<file path="config.mk">
export PLATFORM = sky130hd
export DESIGN_NAME = econet_rx_handshake
export DESIGN_NICKNAME = d
export VERILOG_FILES = /design/src/rtl/econet_rx_handshake.sv
export SDC_FILE = /design/constraint.sdc
export NUM_CORES = 1
export LEC_CHECK = 0
export ABC_AREA = 1
export ABC_CLOCK_PERIOD_IN_PS = 3300
export CAP_MARGIN = 20
export CORE_MARGIN = 3
export CORE_UTILIZATION = 53
export CTS_BUF_LIST = sky130_fd_sc_hd__clkbuf_2 sky130_fd_sc_hd__clkbuf_4 sky130_fd_sc_hd__clkbuf_8
export DETAILED_ROUTE_END_ITERATION = 8
export PLACE_DENSITY = 0.86
export SYNTH_ARGS = -nofsm -noshare
export SYNTH_HDL_FRONTEND = slang
export SYNTH_SLANG_ARGS = --single-unit
export TNS_END_PERCENT = 5
</file>
<file path="constraint.sdc">
create_clock -name sys_clk -period 3.3 [get_ports sys_clk]
set_input_delay 0.66 -clock sys_clk [delete_from_list [all_inputs] [get_ports sys_clk]]
set_output_delay 0.66 -clock sys_clk [all_outputs]
set_load 0.05 [all_outputs]
</file>
<file path="src/rtl/econet_rx_handshake.sv">
// econet_rx_handshake
//    Runs the receive side of the Econet four-way handshake (scout, ack, data,
//    ack) in the sys_clk domain of the buffered receiver. It consumes the
//    receiver's frame registers, asks the transmitter for the two acks, times
//    out a missing data frame and raises one level interrupt per transaction.
//
//    Ports
//       sys_clk, reset_n           clock, async active-low reset
//       enable, listen_port        accept control (listen_port 0 = any nonzero port)
//       frame_valid/len/start/
//       frame_ctrl/frame_port      receiver frame registers (level valid)
//       frame_ack                  1-cycle pulse, frame consumed
//       tx_req/tx_ready            ack request handshake to transmitter
//       tx_done/tx_fail            ack outcome pulses from transmitter
//       rx_inhibit                 high while an ack is requested or in flight
//       irq, cpu_clear, status     result to CPU (0 none, 1 ok, 2 timeout, 3 tx fail)
//       rx_ctrl, rx_port           fields latched from the scout
//       data_start, data_len       accepted data frame location
//       dropped                    saturating count of discarded frames
//
//    state       | meaning
//    S_IDLE      | waiting for a scout addressed to us
//    S_SCOUT_ACK | scout accepted, sending ack to scout source
//    S_WAIT_DATA | scout acked, timing the wait for the data frame
//    S_DATA_ACK  | data frame accepted, sending final ack
//    S_DONE      | result held for CPU until cpu_clear
module econet_rx_handshake #(
   parameter int SCOUT_LEN = 6,
   parameter int TMO_WIDTH = 20,
   parameter int DATA_TMO  = 500000
) (
   input  logic       sys_clk,
   input  logic       reset_n,
   input  logic       enable,
   input  logic [7:0] listen_port,
   input  logic       frame_valid,
   input  logic [8:0] frame_len,
   input  logic [8:0] frame_start,
   input  logic [7:0] frame_ctrl,
   input  logic [7:0] frame_port,
   output logic       frame_ack,
   output logic       tx_req,
   input  logic       tx_ready,
   input  logic       tx_done,
   input  logic       tx_fail,
   output logic       rx_inhibit,
   output logic       irq,
   input  logic       cpu_clear,
   output logic [1:0] status,
   output logic [7:0] rx_ctrl,
   output logic [7:0] rx_port,
   output logic [8:0] data_start,
   output logic [8:0] data_len,
   output logic [7:0] dropped
);

   typedef enum logic [2:0] {
      S_IDLE,
      S_SCOUT_ACK,
      S_WAIT_DATA,
      S_DATA_ACK,
      S_DONE
   } state_t;

   localparam logic [8:0]           SCOUT_LEN_V = 9'(SCOUT_LEN);
   localparam logic [TMO_WIDTH-1:0] TMO_LOAD    = TMO_WIDTH'(DATA_TMO - 1);
   localparam logic [TMO_WIDTH-1:0] TMO_ONE     = TMO_WIDTH'(1);

   localparam logic [1:0] ST_NONE = 2'd0;
   localparam logic [1:0] ST_OK   = 2'd1;
   localparam logic [1:0] ST_TMO  = 2'd2;
   localparam logic [1:0] ST_FAIL = 2'd3;

   state_t               state;
   logic                 frame_valid_q;
   logic [TMO_WIDTH-1:0] tmo_cnt;

   logic new_frame;
   logic port_match;
   logic scout_hit;
   logic data_hit;
   logic consumed;

   always_comb begin
      new_frame  = frame_valid & ~frame_valid_q;
      port_match = (frame_port != 8'h00) &&
                   ((listen_port == 8'h00) || (frame_port == listen_port));
      scout_hit  = new_frame && enable && (frame_len == SCOUT_LEN_V) && port_match;
      data_hit   = new_frame && (frame_len > 9'd4);
      consumed   = ((state == S_IDLE) && scout_hit) ||
                   ((state == S_WAIT_DATA) && data_hit);
   end

   // Wait-for-data timer counts down from DATA_TMO-1; reaching zero while
   // still waiting is the timeout, so DONE is entered DATA_TMO cycles after
   // the scout ack completes.
   always_ff @(posedge sys_clk or negedge reset_n) begin
      if (!reset_n) begin
         state         <= S_IDLE;
         frame_valid_q <= 1'b0;
         tmo_cnt       <= '0;
         frame_ack     <= 1'b0;
         tx_req        <= 1'b0;
         rx_inhibit    <= 1'b0;
         irq           <= 1'b0;
         status        <= ST_NONE;
         rx_ctrl       <= 8'h00;
         rx_port       <= 8'h00;
         data_start    <= 9'h000;
         data_len      <= 9'h000;
         dropped       <= 8'h00;
      end else begin
         frame_valid_q <= frame_valid;
         frame_ack     <= new_frame;

         if (new_frame && !consumed && (dropped != 8'hFF))
            dropped <= dropped + 8'd1;

         case (state)
            S_IDLE: begin
               if (scout_hit) begin
                  rx_ctrl    <= frame_ctrl;
                  rx_port    <= frame_port;
                  tx_req     <= 1'b1;
                  rx_inhibit <= 1'b1;
                  state      <= S_SCOUT_ACK;
               end
            end

            S_SCOUT_ACK, S_DATA_ACK: begin
               if (tx_req && tx_ready)
                  tx_req <= 1'b0;
               // A failure report wins if both outcome pulses ever coincide.
               if (tx_fail) begin
                  tx_req     <= 1'b0;
                  rx_inhibit <= 1'b0;
                  status     <= ST_FAIL;
                  irq        <= 1'b1;
                  state      <= S_DONE;
               end else if (tx_done) begin
                  tx_req     <= 1'b0;
                  rx_inhibit <= 1'b0;
                  if (state == S_SCOUT_ACK) begin
                     tmo_cnt <= TMO_LOAD;
                     state   <= S_WAIT_DATA;
                  end else begin
                     status <= ST_OK;
                     irq    <= 1'b1;
                     state  <= S_DONE;
                  end
               end
            end

            S_WAIT_DATA: begin
               if (data_hit) begin
                  data_start <= frame_start;
                  data_len   <= frame_len;
                  tx_req     <= 1'b1;
                  rx_inhibit <= 1'b1;
                  state      <= S_DATA_ACK;
               end else if (tmo_cnt == '0) begin
                  status <= ST_TMO;
                  irq    <= 1'b1;
                  state  <= S_DONE;
               end else begin
                  tmo_cnt <= tmo_cnt - TMO_ONE;
               end
            end

            S_DONE: begin
               if (cpu_clear) begin
                  irq    <= 1'b0;
                  status <= ST_NONE;
                  state  <= S_IDLE;
               end
            end

            default: state <= S_IDLE;
         endcase
      end
   end

endmodule

</file>
### Word-level counts from Yosys, hierarchy flattened

Index checks and enable logic that the tools add are counted.
Widths: inputs -> output; s select.

* flip-flop bits (word level): 72
* bits in latches: 0
* memory bits (writable): 0
* ROM bits: 0
* bits of input ports: 50
* output and inout port bits: 48
* word-level logic and storage cells: 103
* memories: 0

* add/subtract/negate cells: 2
* multiply operators: 0
* div/mod/pow operators: 0
* $lt $le $gt $ge: 1
* eq/ne operators: 20
* shift operators: 0
* multiplexer cells: 37
* bitwise logic cells: 2
* reductions and logical operators: 28

Operators with widths (count)
* $mux 20: 5
* $pmux 20 s2: 1
* $mux 3: 7
* $logic_not 20->1: 1
* $sub 20x1->20 const B: 1
* $ne 2x2->1 const B: 8
* $mux 1: 13
* $mux 2: 6
* $pmux 3 s4: 1
* $reduce_and 4->1: 3
* $reduce_and 6->1: 2
* $logic_and 1x1->1: 10
* $eq 9x3->1 const B: 1
* $gt 9x3->1 const B: 1
* $pmux 1 s3: 3
* $add 8x1->8 const B: 1
* $eq 8x8->1: 1
* $logic_not 8->1: 1
* $ne 8x8->1 const B: 1
* $reduce_bool 8->1: 1
* $eq 3x2->1 const B: 2
* $ne 3x3->1 const B: 2
* $pmux 2 s3: 1
* $reduce_bool 3->1: 2
* 13 further kinds: 15

### Longest topological paths before layout

* depth in word-level cells: 10
* mapped depth: 12
* gate-level depth less buffers: 12

### Least setup slack after synthesis

No wires, ideal clock.

* path kind: register to register
* start: register dropped[0]
* end: register dropped[5]
* setup time: 0.067 ns
* data arrival time: 1.790 ns
* data required time: 3.233 ns
* setup slack: 1.443 ns
* cell stages (with the launch flop): 8
* path buffers: 0
* period minus slack after synthesis: 1.857 ns
* cells stage by stage: dfrtp_1 ha_1 nand3_1 nor2_1 nand4_1 nand3_2 nand2_1 nand2_1

* longest elaborated chain between the ends: 2
* elaborated cells on any way between the ends: 3
* those cells by class: 1 x add/sub; 1 x eq/ne; 1 x reduce/logical

RTL lines
* start: declaration: line 54 `output logic [7:0] dropped`
* start signal: assignment: line 117 `dropped <= dropped + 8'd1;`
* parallel branches: the longest is 2 deep, another holds $add 8x1->8

Parallel ways; which one is timed is not known.
A chain may end at the register's enable or synchronous reset.

### Worst setup path in the final report

* start: register dropped[5]
* end: output port dropped[5]

No word-level cell between the ends.

==> results.yml <==
status:
  status: "finished clean"
logic_synthesis:
  ys_seq_elements: 72
  synth_top_area_share_pct: 47.0
  syn-num-nets: 569
  synth_top_cell_by_area: "dfrtp_1"
  syn_area_um2: 3840
  yosys_warnings: 0
  synth.yosys.seq_area_share_pct: 47.0
  ys_top_cells_by_area: "dfrtp_1 (47%), nand2_1 (19%), inv_1 (5.4%), nor2_1 (4.8%), o21ai_0 (4.3%)"
  syn_avg_cell_area_um2: 7.43
  postSynthCellCount: 516
  synth_cell_types: 29
setup_path:
  crit_path_end_kind: "output port"
  setup.worst_path.start_class: "flop"
  r2r_cells: 4
  crit_family: "buffers and inverters"
  arrival_ps: 1660
  crit_chain: "clkdlybuf4s50_1"
  r2r_slack_ps: 1340
  cp_max_fo: 6
  worstPathRequired_ps: 2640
  crit_buf_inv: 1
  critPathMaxStageDelay_ps: 850
  cp.depth: 1
  crit_slowest_cell: "clkdlybuf4s50_1"
  crit_type: "reg2out"
cts:
  clock_latency_ps: 350
  root_buffer: "clkbuf_8"
  cts_setup_buffers: 0
  cts.sinks: 72
  tritoncts: "built"
  post_cts_resized: 0
  cts_max_path_buffers: 2
  holdBufCountCts: 0
  cts_buffers: 9
  cts-htree-levels: 3
  path_clk_slew_ps: 80
drt:
  viasPerCell: 5.25
  routed_wl_mm: 9.85
  num_vias: 3777
  drtIter0Drc: 214
  wl_per_cell_um: 13.7
  drc: 0
  firstDrtPassIters: 5
  antenna_left: 0
final_layout:
  mostFrequentLayoutCells: "nand2_1 (195), clkdlybuf4s50_1 (96), dfrtp_1 (72)"
  synthToLayoutAreaGrowth_pct: 34.6
  num_antenna_cells: 0
  n_fill_cell: 537
  layout_commonest_cell: "nand2_1"
  final_cell_area_um2: 5160
  nNetsFinal: 671
  drive_gt1_share_pct: 6.26
sta:
  slew_headroom_pct: 58.8
  skew_ps: 9.12
  final_hold_viol_count: 0
  period_share_pct: 70.2
  setup_viol: 0
  worst_pin_slew_ps: 615
  min_period_ps: 2320
  rsz0062_at_grt: "false"
  fmax_mhz: 432
  drv_slew: 0
  tns_ps: 0
die:
  start_util_pct: 55.5
  fp.coreArea_um2: 6910
  die_height_um: 91.1
  io_pins: 98
  die_area_um2: 8290
  die_x_um: 91.1
  rows: 30
placement:
  gp_congestion: 0.900
  place_area_um2: 4900
  portBuffers: 97
  dp_hpwl_mm: 7.09
grt:
  grt_overflow: 0
  antenna_found_initial: 0
  grt_pass1_wl_mm: 16.6
  grt_max_degree: 42
  grt_pass1_vias: 3681
  grt.total_usage_pct: 24.4
power_and_ir_drop:
  leakage_nw: 2.53
  vdd_drop_max_uv: 521
  power_density_nw_per_um2: 779
min_path:
  min_path_type: "in2async"
job:
  drv_cap: 0
## area by class of cell
| type | count | area, µm² | share of cell area (%) |
|---|---|---|---|
| Clock buffer | 11 | 139 | 2.69 |
| Clock inverter | 5 | 129 | 2.50 |
| Inverter | 58 | 218 | 4.22 |
| Multi-Input combinational cell | 375 | 1750 | 34.0 |
| Sequential cell | 72 | 1800 | 34.9 |
| Tap cell | 96 | 120 | 2.33 |
| Timing Repair Buffer | 102 | 1000 | 19.4 |
## cell families after synthesis
family | count (synthesis) | share of synthesized area (%)
AO/OA/AOI/OAI | 46 | 6.43
AND/OR/NAND/NOR | 309 | 34.4
adder cells (fa/ha/maj) | 3 | 0.979
buffers and inverters | 69 | 7.31
XOR/XNOR | 17 | 3.88
flip-flops | 72 | 47.0
## flip-flops by register name, indices dropped and copies added (netlist names)
register / flops
data_len: 9
data_start: 9
dropped: 8
frame_ack: 1
frame_valid_q: 1
irq: 1
rx_ctrl: 8
rx_inhibit: 1
rx_port: 8
state: 3
status: 2
tmo_cnt: 20
tx_req: 1
## worst paths after layout
path | end | startpoint
min in group sys_clk | data_start[7] | data_start[7]
hold / removal | dropped[2] | reset_n
setup / recovery | dropped[5] | dropped[5]
max in group asynchronous | tmo_cnt[9] | reset_n
hold reg to reg | data_start[7] | data_start[7]
setup reg to reg | tmo_cnt[19] | state[2]
## per-stage QoR
step | hold slack (ps) | worst slack, ps | util (%) | instances | power, W
2_1_floorplan | 364 | 1440 | - | 516 | 0.00252
3_3_place_gp | 459 | 870 | 70.9 | 703 | 0.00301
3_5_place_dp | 468 | 768 | 70.9 | 703 | 0.00308
4_1_cts | 203 | 986 | 74.8 | 719 | 0.00403
5_1_grt | 210 | 869 | 74.8 | 719 | 0.00427
6_report | 198 | 983 | 74.8 | 719 | 0.00402
## cell usage after synthesis, drive strengths merged
| library cell | n |
|---|---|
| nand2 | 195 |
| dfrtp | 72 |
| inv | 58 |
| nor2 | 51 |
| o21ai | 41 |
| nand3 | 25 |
| nand4 | 19 |
| nor3 | 15 |
| xor2 | 11 |
| buf | 6 |
| xnor2 | 6 |
| clkbuf | 5 |
| or2 | 4 |
| a21oi | 3 |
| ha | 3 |
| o2111a | 1 |
| o21a | 1 |
## report_power, final
part	internal (W)	switching (W)	leakage [nW]
registers	0.00111	0.000195	0.935
logic	0.000577	0.00121	1.46
clock network	0.000597	0.000335	0.135
total	0.00229	0.00174	2.53
## routing by layer
metal | vias up | GRT usage [%] | wire [µm]
li1 | 1828 | - | -
met1 | 1784 | 29.9 | 4160
met2 | 141 | 41.8 | 4810
met3 | 24 | 5.88 | 659
met4 | 0 | 9.17 | 219
met5 | - | 0 | 0
(Power assumes the default switching activity.)
